`src/rtl/alu_pkg.sv`:
```
// rtl/alu_pkg.sv - ALU control codes, LEGv8 opcode patterns and issue FSM encoding
package alu_pkg;

    localparam logic [3:0] ALU_AND   = 4'b0000;
    localparam logic [3:0] ALU_OR    = 4'b0001;
    localparam logic [3:0] ALU_ADD   = 4'b0010;
    localparam logic [3:0] ALU_SUB   = 4'b0110;
    localparam logic [3:0] ALU_PASSB = 4'b0111;
    localparam logic [3:0] ALU_LSL   = 4'b1111;

    // '?' bits are don't-cares for casez matching
    localparam logic [10:0] OP_ADD  = 11'b10001011000;
    localparam logic [10:0] OP_LDUR = 11'b11111000010;
    localparam logic [10:0] OP_STUR = 11'b11111000000;
    localparam logic [10:0] OP_ADDI = 11'b1001000100?;
    localparam logic [10:0] OP_SUB  = 11'b11001011000;
    localparam logic [10:0] OP_SUBI = 11'b1101000100?;
    localparam logic [10:0] OP_AND  = 11'b10001010000;
    localparam logic [10:0] OP_ANDI = 11'b1001001000?;
    localparam logic [10:0] OP_ORR  = 11'b10101010000;
    localparam logic [10:0] OP_ORRI = 11'b1011001000?;
    localparam logic [10:0] OP_MOVZ = 11'b110100101??;
    localparam logic [10:0] OP_CBZ  = 11'b10110100???;

    typedef enum logic [1:0] {
        SEL_A_OPERAND = 2'd0,
        SEL_A_SHIFT   = 2'd1,
        SEL_A_ZERO    = 2'd2
    } sel_a_e;

    typedef enum logic [1:0] {
        ST_IDLE    = 2'd0,
        ST_ISSUE   = 2'd1,
        ST_CAPTURE = 2'd2,
        ST_RESP    = 2'd3
    } state_e;

endpackage

```
`src/rtl/alu_opcode_decode.sv`:
```
// rtl/alu_opcode_decode.sv - combinational LEGv8 opcode to ALU control / BusA select decode
module alu_opcode_decode
    import alu_pkg::*;
(
    input  logic [10:0] opcode_i,
    output logic [3:0]  ctrl_o,
    output sel_a_e      sel_a_o,
    output logic        legal_o
);

    always_comb begin
        ctrl_o  = ALU_AND;
        sel_a_o = SEL_A_OPERAND;
        legal_o = 1'b1;
        casez (opcode_i)
            OP_ADD, OP_LDUR, OP_STUR, OP_ADDI: ctrl_o = ALU_ADD;
            OP_SUB, OP_SUBI:                   ctrl_o = ALU_SUB;
            OP_AND, OP_ANDI:                   ctrl_o = ALU_AND;
            OP_ORR, OP_ORRI:                   ctrl_o = ALU_OR;
            OP_MOVZ: begin
                ctrl_o  = ALU_LSL;
                sel_a_o = SEL_A_SHIFT;
            end
            // CBZ passes Rt through so the ALU Zero flag is the branch condition
            OP_CBZ: begin
                ctrl_o  = ALU_PASSB;
                sel_a_o = SEL_A_ZERO;
            end
            default: legal_o = 1'b0;
        endcase
    end

endmodule

```
`src/rtl/alu_issue_ctrl.sv`:
```
// rtl/alu_issue_ctrl.sv - request/response issue controller driving an external 64-bit ALU
module alu_issue_ctrl
    import alu_pkg::*;
#(
    parameter int n = 64
)(
    input  logic         CLK,
    input  logic         Reset,
    input  logic         ReqValid,
    output logic         ReqReady,
    input  logic [10:0]  Opcode,
    input  logic [n-1:0] OperandA,
    input  logic [n-1:0] OperandB,
    input  logic [1:0]   ShiftAmt,
    output logic         RespValid,
    input  logic         RespReady,
    output logic [n-1:0] Result,
    output logic         ZeroOut,
    output logic         Illegal,
    output logic [n-1:0] AluBusA,
    output logic [n-1:0] AluBusB,
    output logic [3:0]   AluCtrl,
    input  logic [n-1:0] AluBusW,
    input  logic         AluZero
);

    state_e       state_q, state_d;
    logic         resp_valid_q, resp_valid_d;
    logic [n-1:0] result_q, result_d;
    logic         zero_q, zero_d;
    logic         illegal_q, illegal_d;
    logic [n-1:0] bus_a_q, bus_a_d;
    logic [n-1:0] bus_b_q, bus_b_d;
    logic [3:0]   ctrl_q, ctrl_d;

    logic [3:0]   dec_ctrl;
    sel_a_e       dec_sel_a;
    logic         dec_legal;
    logic [n-1:0] sel_bus_a;

    alu_opcode_decode u_decode (
        .opcode_i (Opcode),
        .ctrl_o   (dec_ctrl),
        .sel_a_o  (dec_sel_a),
        .legal_o  (dec_legal)
    );

    always_comb begin
        case (dec_sel_a)
            SEL_A_SHIFT: sel_bus_a = {{(n-2){1'b0}}, ShiftAmt};
            SEL_A_ZERO:  sel_bus_a = '0;
            default:     sel_bus_a = OperandA;
        endcase
    end

    always_ff @(posedge CLK or posedge Reset) begin
        if (Reset) begin
            state_q      <= ST_IDLE;
            resp_valid_q <= 1'b0;
            result_q     <= '0;
            zero_q       <= 1'b0;
            illegal_q    <= 1'b0;
            bus_a_q      <= '0;
            bus_b_q      <= '0;
            ctrl_q       <= ALU_AND;
        end else begin
            state_q      <= state_d;
            resp_valid_q <= resp_valid_d;
            result_q     <= result_d;
            zero_q       <= zero_d;
            illegal_q    <= illegal_d;
            bus_a_q      <= bus_a_d;
            bus_b_q      <= bus_b_d;
            ctrl_q       <= ctrl_d;
        end
    end

    always_comb begin
        state_d      = state_q;
        resp_valid_d = resp_valid_q;
        result_d     = result_q;
        zero_d       = zero_q;
        illegal_d    = illegal_q;
        bus_a_d      = bus_a_q;
        bus_b_d      = bus_b_q;
        ctrl_d       = ctrl_q;
        case (state_q)
            ST_IDLE: begin
                if (ReqValid) begin
                    if (dec_legal) begin
                        bus_a_d = sel_bus_a;
                        bus_b_d = OperandB;
                        ctrl_d  = dec_ctrl;
                        state_d = ST_ISSUE;
                    end else begin
                        // ALU inputs keep their previous values on an illegal op
                        illegal_d = 1'b1;
                        result_d  = '0;
                        zero_d    = 1'b0;
                        state_d   = ST_RESP;
                    end
                end
            end
            ST_ISSUE: begin
                result_d  = AluBusW;
                zero_d    = AluZero;
                illegal_d = 1'b0;
                state_d   = ST_CAPTURE;
            end
            ST_CAPTURE: begin
                resp_valid_d = 1'b1;
                state_d      = ST_RESP;
            end
            ST_RESP: begin
                // an illegal op enters RESP with valid still low; raise it here
                if (!resp_valid_q) begin
                    resp_valid_d = 1'b1;
                end else if (RespReady) begin
                    resp_valid_d = 1'b0;
                    state_d      = ST_IDLE;
                end
            end
            default: state_d = ST_IDLE;
        endcase
    end

    assign ReqReady  = (state_q == ST_IDLE);
    assign RespValid = resp_valid_q;
    assign Result    = result_q;
    assign ZeroOut   = zero_q;
    assign Illegal   = illegal_q;
    assign AluBusA   = bus_a_q;
    assign AluBusB   = bus_b_q;
    assign AluCtrl   = ctrl_q;

endmodule

```
`config.mk`:
```
export PLATFORM = sky130hd
export DESIGN_NAME = alu_issue_ctrl
export DESIGN_NICKNAME = d
export VERILOG_FILES = /design/src/rtl/alu_pkg.sv /design/src/rtl/alu_opcode_decode.sv /design/src/rtl/alu_issue_ctrl.sv
export SDC_FILE = /design/constraint.sdc
export NUM_CORES = 1
export LEC_CHECK = 0
export ABC_AREA = 1
export CORE_AREA = 2 2 160 162
export DETAILED_ROUTE_END_ITERATION = 10
export DIE_AREA = 0 0 162 164
export PLACE_DENSITY = 0.69
export REMOVE_ABC_BUFFERS = 1
export SLEW_MARGIN = 40
export SYNTH_ARGS = -nofsm -noshare
export SYNTH_HDL_FRONTEND = slang
export SYNTH_SLANG_ARGS = --single-unit
```
`constraint.sdc`:
```
create_clock -name CLK -period 18.1 [get_ports CLK]
set_input_delay 1.81 -clock CLK [delete_from_list [all_inputs] [get_ports CLK]]
set_output_delay 1.81 -clock CLK [all_outputs]
set_load 0.02 [all_outputs]
```
Word-level counts from Yosys, hierarchy flattened
Cells that the tools add are included.
- equality and inequality tests: 21
- mux-type cells: 21
- reduce and logical (&&, ||, !) cells: 10
- operator list (operator ; number):
    case mux 64 bit (2 select lines) ; 2
    two-way mux 64 bit ; 2
    equality test 11 bit (second input constant) ; 6
    equality test 10 bit (second input constant) ; 4
    case mux 4 bit (5 select lines) ; 1
    OR reduction 12 bit ; 1
    equality test 9 bit (second input constant) ; 1
    AND reduction 3 bit ; 3
    equality test 8 bit (second input constant) ; 1
    two-way mux 2 bit ; 4
    != test 2 bit (second input constant) ; 4
    case mux 2 bit (4 select lines) ; 1
    two-way mux 1 bit ; 7
    equality test 2 bit (second input constant) ; 3
    case mux 1 bit (2 select lines) ; 3
    equality test 2 x 1 -> 1 bit (second input constant) ; 2
    case mux 2 bit (2 select lines) ; 1
    nonzero test 2 bit ; 2
    OR reduction 2 bit ; 2
    OR reduction 4 bit ; 1
    zero test 2 bit ; 1
- register bits: 201
- bits of input ports: 210
- output and inout bits: 200
- logic and storage cells: 60

Depth between registers and ports, before layout
- depth in word-level cells: 6
- gate-level depth with buffers: 14
- mapped depth without buffers: 12

Cells and area by module
Synthesis repeated with hierarchy kept, for this count alone.
- cell total of the unflattened synthesis: 1107
- area, all modules: 8814.7 sq um
- modules (own cells, without submodules) (module ; times used ; cells each ; area an instance (sq um) ; seq. area each (sq um)):
    alu_issue_ctrl ; 1 ; 1031 ; 8480.6 ; 5029.8
    alu_opcode_decode ; 1 ; 76 ; 334.1 ; 0.0

Worst setup path before layout
OpenSTA, ideal clock, no wires.
- kind: input to register
- start point: in Opcode[9]
- end point: reg bus_a_q[10] (netlist: AluBusA[10])
- setup time: 76 ps
- data arrival time: 3221 ps
- required time: 18024 ps
- slack: 14803 ps
- stages on the path: 9
- path buffers: 2
- cells stage by stage: inv_1 -> nand2_1 -> nor2_1 -> nand4_1 -> ha_1 -> clkbuf_1 -> clkbuf_1 -> nand2_1 -> o21ai_1
- longest elaborated chain between the ends: 4
- elaborated cells between the ends (all ways): 19
- those cells by class: 14 x eq/ne; 3 x mux; 2 x reduce/logical
- ends and longest elaborated chain (element ; RTL line ; RTL):
    start, declared ; alu_issue_ctrl.sv:11 ; input logic [10:0] Opcode,
    equality test 9 bit, or another cell as far along ; alu_opcode_decode.sv:15 ; casez (opcode_i)
    case mux 2 bit (2 select lines) or OR reduction 12 bit (tied branches) ; -- ;
    equality test 2 bit, or another cell as far along ; alu_issue_ctrl.sv:49 ; case (dec_sel_a)
    case mux 64 bit (2 select lines) or AND reduction 3 bit (tied branches) ; -- ;
    end signal, assigned ; alu_issue_ctrl.sv:72 ; bus_a_q <= bus_a_d;
    end, declared ; alu_issue_ctrl.sv:32 ; logic [n-1:0] bus_a_q, bus_a_d;
Parallel ways exist; a longest one is shown, timed or not.
A chain may end at the register's enable or synchronous reset.

Final worst setup path
- start point: in Opcode[8]
- end point: reg result_q[33] (netlist: Result[33])
- longest elaborated chain between the ends: 5
- elaborated cells between the ends (all ways): 16
- those cells by class: 13 x eq/ne; 1 x mux; 2 x reduce/logical
- ends and longest elaborated chain (element ; RTL line ; RTL):
    equality test 11 bit, or another cell as far along ; alu_opcode_decode.sv:15 ;
    OR reduction 12 bit (no line) * ; -- ;
    two-way mux 1 bit * ; alu_opcode_decode.sv:15 ;
    != test 2 bit (no line) * ; -- ;
    AND reduction 3 bit (no line) * ; -- ;
    end signal, assigned ; alu_issue_ctrl.sv:69 ; result_q <= result_d;
    end, declared ; alu_issue_ctrl.sv:29 ; logic [n-1:0] result_q, result_d;
Mark *: on every way between the ends. The rest lies on a longest branch, timed or not.

==> run metrics <==
initial drt markers=522; largest net degree at the start of global routing=139; global-route wire length before repair=between 40 and 50 mm; total routed wirelength=between 20 and 30 mm; Bufs on Longest Clock Path=3; Core Footprint=24800 sq um; gr ovfl total=0; crit path kind=in2reg; multi-input logic area=just over 3000 sq um; FILL cells=about 2300; total number of vias=8210; CP max FO=68; status=finished clean; routed vias/inst=4.53; Clock Sinks=201; H-tree Lvls=1; CP startpoint kind=input port; PostCTS Resize Cnt=0; crit-path cells=clkdlybuf4s50_1 -> inv_1 -> nor2_1 -> nand4_1 -> ha_1 -> inv_1 -> nor2_2 -> nand3_2 -> nand2_2 -> buf_4 -> nand2_2 -> buf_4 -> nand2_1 -> nand2_1; CTS tree=built; proportion of layout cells with a drive suffix above 1=0.0406; WL/cell=15.4 um; initial antenna violation count=5; DRC Markers=0; Final period util=0.232; sequential-to-total area share from yosys stat=0.577; Yosys top cell area share=0.577; die area=roughly 27000 sq um; Post-Synthesis Cells=1083; Synth area leaders=dfrtp_1 58%, nand2_1 23%, nand3_1 4.2%, o21ai_1 3.9%, inv_1 3.7%; Final Skew=0.0178 ns; setup_tns=0 ns; Async SR Flop Fraction=1.00; post-synth top area cell=dfrtp_1; die extent in x=162 um; #FFs+latches synth=roughly 200; Peak VDD IR=between 0.00007 and 0.00008 V; Cell Rows=58; WP data required=18.53 ns; PortBufs=409; Worst slew margin=0.512; # Post-CTS Setup Buffers=0; Cell Area, Synth=8720 sq um; Starting Density=0.351; synth-to-layout area growth=57.8%; synth unique cells=23; Layout Nets=1678; largest stage delay on the critical path=0.57 ns; CP Capture Type=register; Tmin final=between 4 and 5 ns; max_cap viols=0; Min Hold Slack=0.468 ns; DP HPWL=19.4 mm; HP Class=reg2reg; Reg2Reg Setup Slack=15.12 ns; Worst Tran Pin Value=approximately 0.73 ns; GPL Wtd Cong=0.902; CTS Root Cell=clkbuf_16; Top Ports=410; Post-synth top cells=541 x nand2_1, 201 x dfrtp_1, 86 x inv_1; Slew Viols, Final=0; Worst-Skew Late Latency=0.51 ns; vias in the first global route=7849; final hold violation count=0; Arrival @ worst endpoint=4.62 ns; DR pass1 iterations=5; PwrDens=roughly 120 nW/um^2; Tot GR Track Use=0.204; final setup violation count=0; RSZ-0062 raised after global routing=false; final antenna-violating net count=0; height of the chip=164 um; Post-synth top flop=dfrtp_1; slowest CP cell=buf_4; Fmax=239 MHz; Leakage=roughly 0.0072 uW; EDFF count, synth=0; Ys Warns=0; CTS buffer count=23; CTS Hold Bufs=0; most common cell in the synthesized netlist=nand2_1; Syn Area/Cell=8.05 sq um; FF/Latch Area=5030 sq um; clk slew on worst S/H paths=0.06 ns
-- worst paths after layout --
check / startpoint / end / depth (start not counted)
hold / removal: Result[42] / Result[42] / 2
min in group asynchronous: Reset / AluBusA[47] / 2
max in group asynchronous: Reset / RespValid / 4
setup / recovery: Opcode[8] / Result[33] / 14
setup reg to reg: state_q[1] / Result[58] / 10
hold reg to reg: Result[42] / Result[42] / 2
-- cell usage in the layout (no fill, tap or decap), drive strengths merged --
cell / synthesis / layout
nor2: 23 / 23
nand3: 74 / 74
a21oi: 4 / 4
clkinvlp: 0 / 1
nor3: 1 / 1
inv: 89 / 90
clkdlybuf4s50: 0 / 409
nand4: 2 / 2
nand2: 545 / 545
clkbuf: 15 / 32
buf: 48 / 8
nand3b: 1 / 1
o21ai: 74 / 74
dfrtp: 201 / 201
ha: 6 / 6
diode: 0 / 6
clkinv: 0 / 6
-- stage by stage --
stage	worst slack, ns	cells	total power, uW	area [sq um]	utilization
floorplan	10.81	1020	889	8380	-
global placement	13.19	1766	1190	13000	0.523
detailed placement	13.40	1766	1200	13000	0.523
CTS	13.92	1806	1650	13700	0.552
global route	13.65	1811	1730	13700	0.554
finish	13.91	1813	1630	13800	0.554
-- area by class of cell --
type	count	share of cell area
Multi-Input combinational cell	730	0.222
Clock inverter	8	0.00364
Inverter	89	0.0254
Tap cell	330	0.0300
Antenna cell	6	0.00109
Timing Repair Buffer	417	0.304
Sequential cell	201	0.366
Clock buffer	32	0.0487
-- report_power, final --
| group | internal [uW] | switching [uW] | leakage [uW] |
|---|---|---|---|
| combinational | 255 | 345 | 0.00404 |
| sequential | 537 | 49.9 | 0.00275 |
| clock | 258 | 186 | 0.000358 |
-- critical path, delay by kind of cell --
kind	cells	cell delay [ns]
buffers and inverters	5	1.60
adders and majority gates	1	0.24
and+or+nand+nor	8	0.93
-- routing by layer --
layer  vias up  GRT usage  share of wire
li1       4074          -              -
met1      3741      0.256           0.40
met2       346      0.327           0.47
met3        47     0.0745           0.10
met4         2     0.0668          0.025
met5         -          0        0.00057
-- sequential cells by signal (all words and copies together) (netlist names) --
register,cells
ZeroOut,1
Illegal,1
state_q,2
AluCtrl,4
Result,64
AluBusA,64
RespValid,1
AluBusB,64
-- cell families (layout without fill, tap and decap cells) --
kind of cell	Yosys count	after routing	share of synthesized area
DFF	201	201	0.577
buffers and inverters	152	546	0.0764
AOI/OAI and AO/OA	78	78	0.0457
adders and majority gates	6	6	0.00861
and+or+nand+nor	646	646	0.292
other	0	6	0
Note: power is estimated with default switching activity, not from simulation.
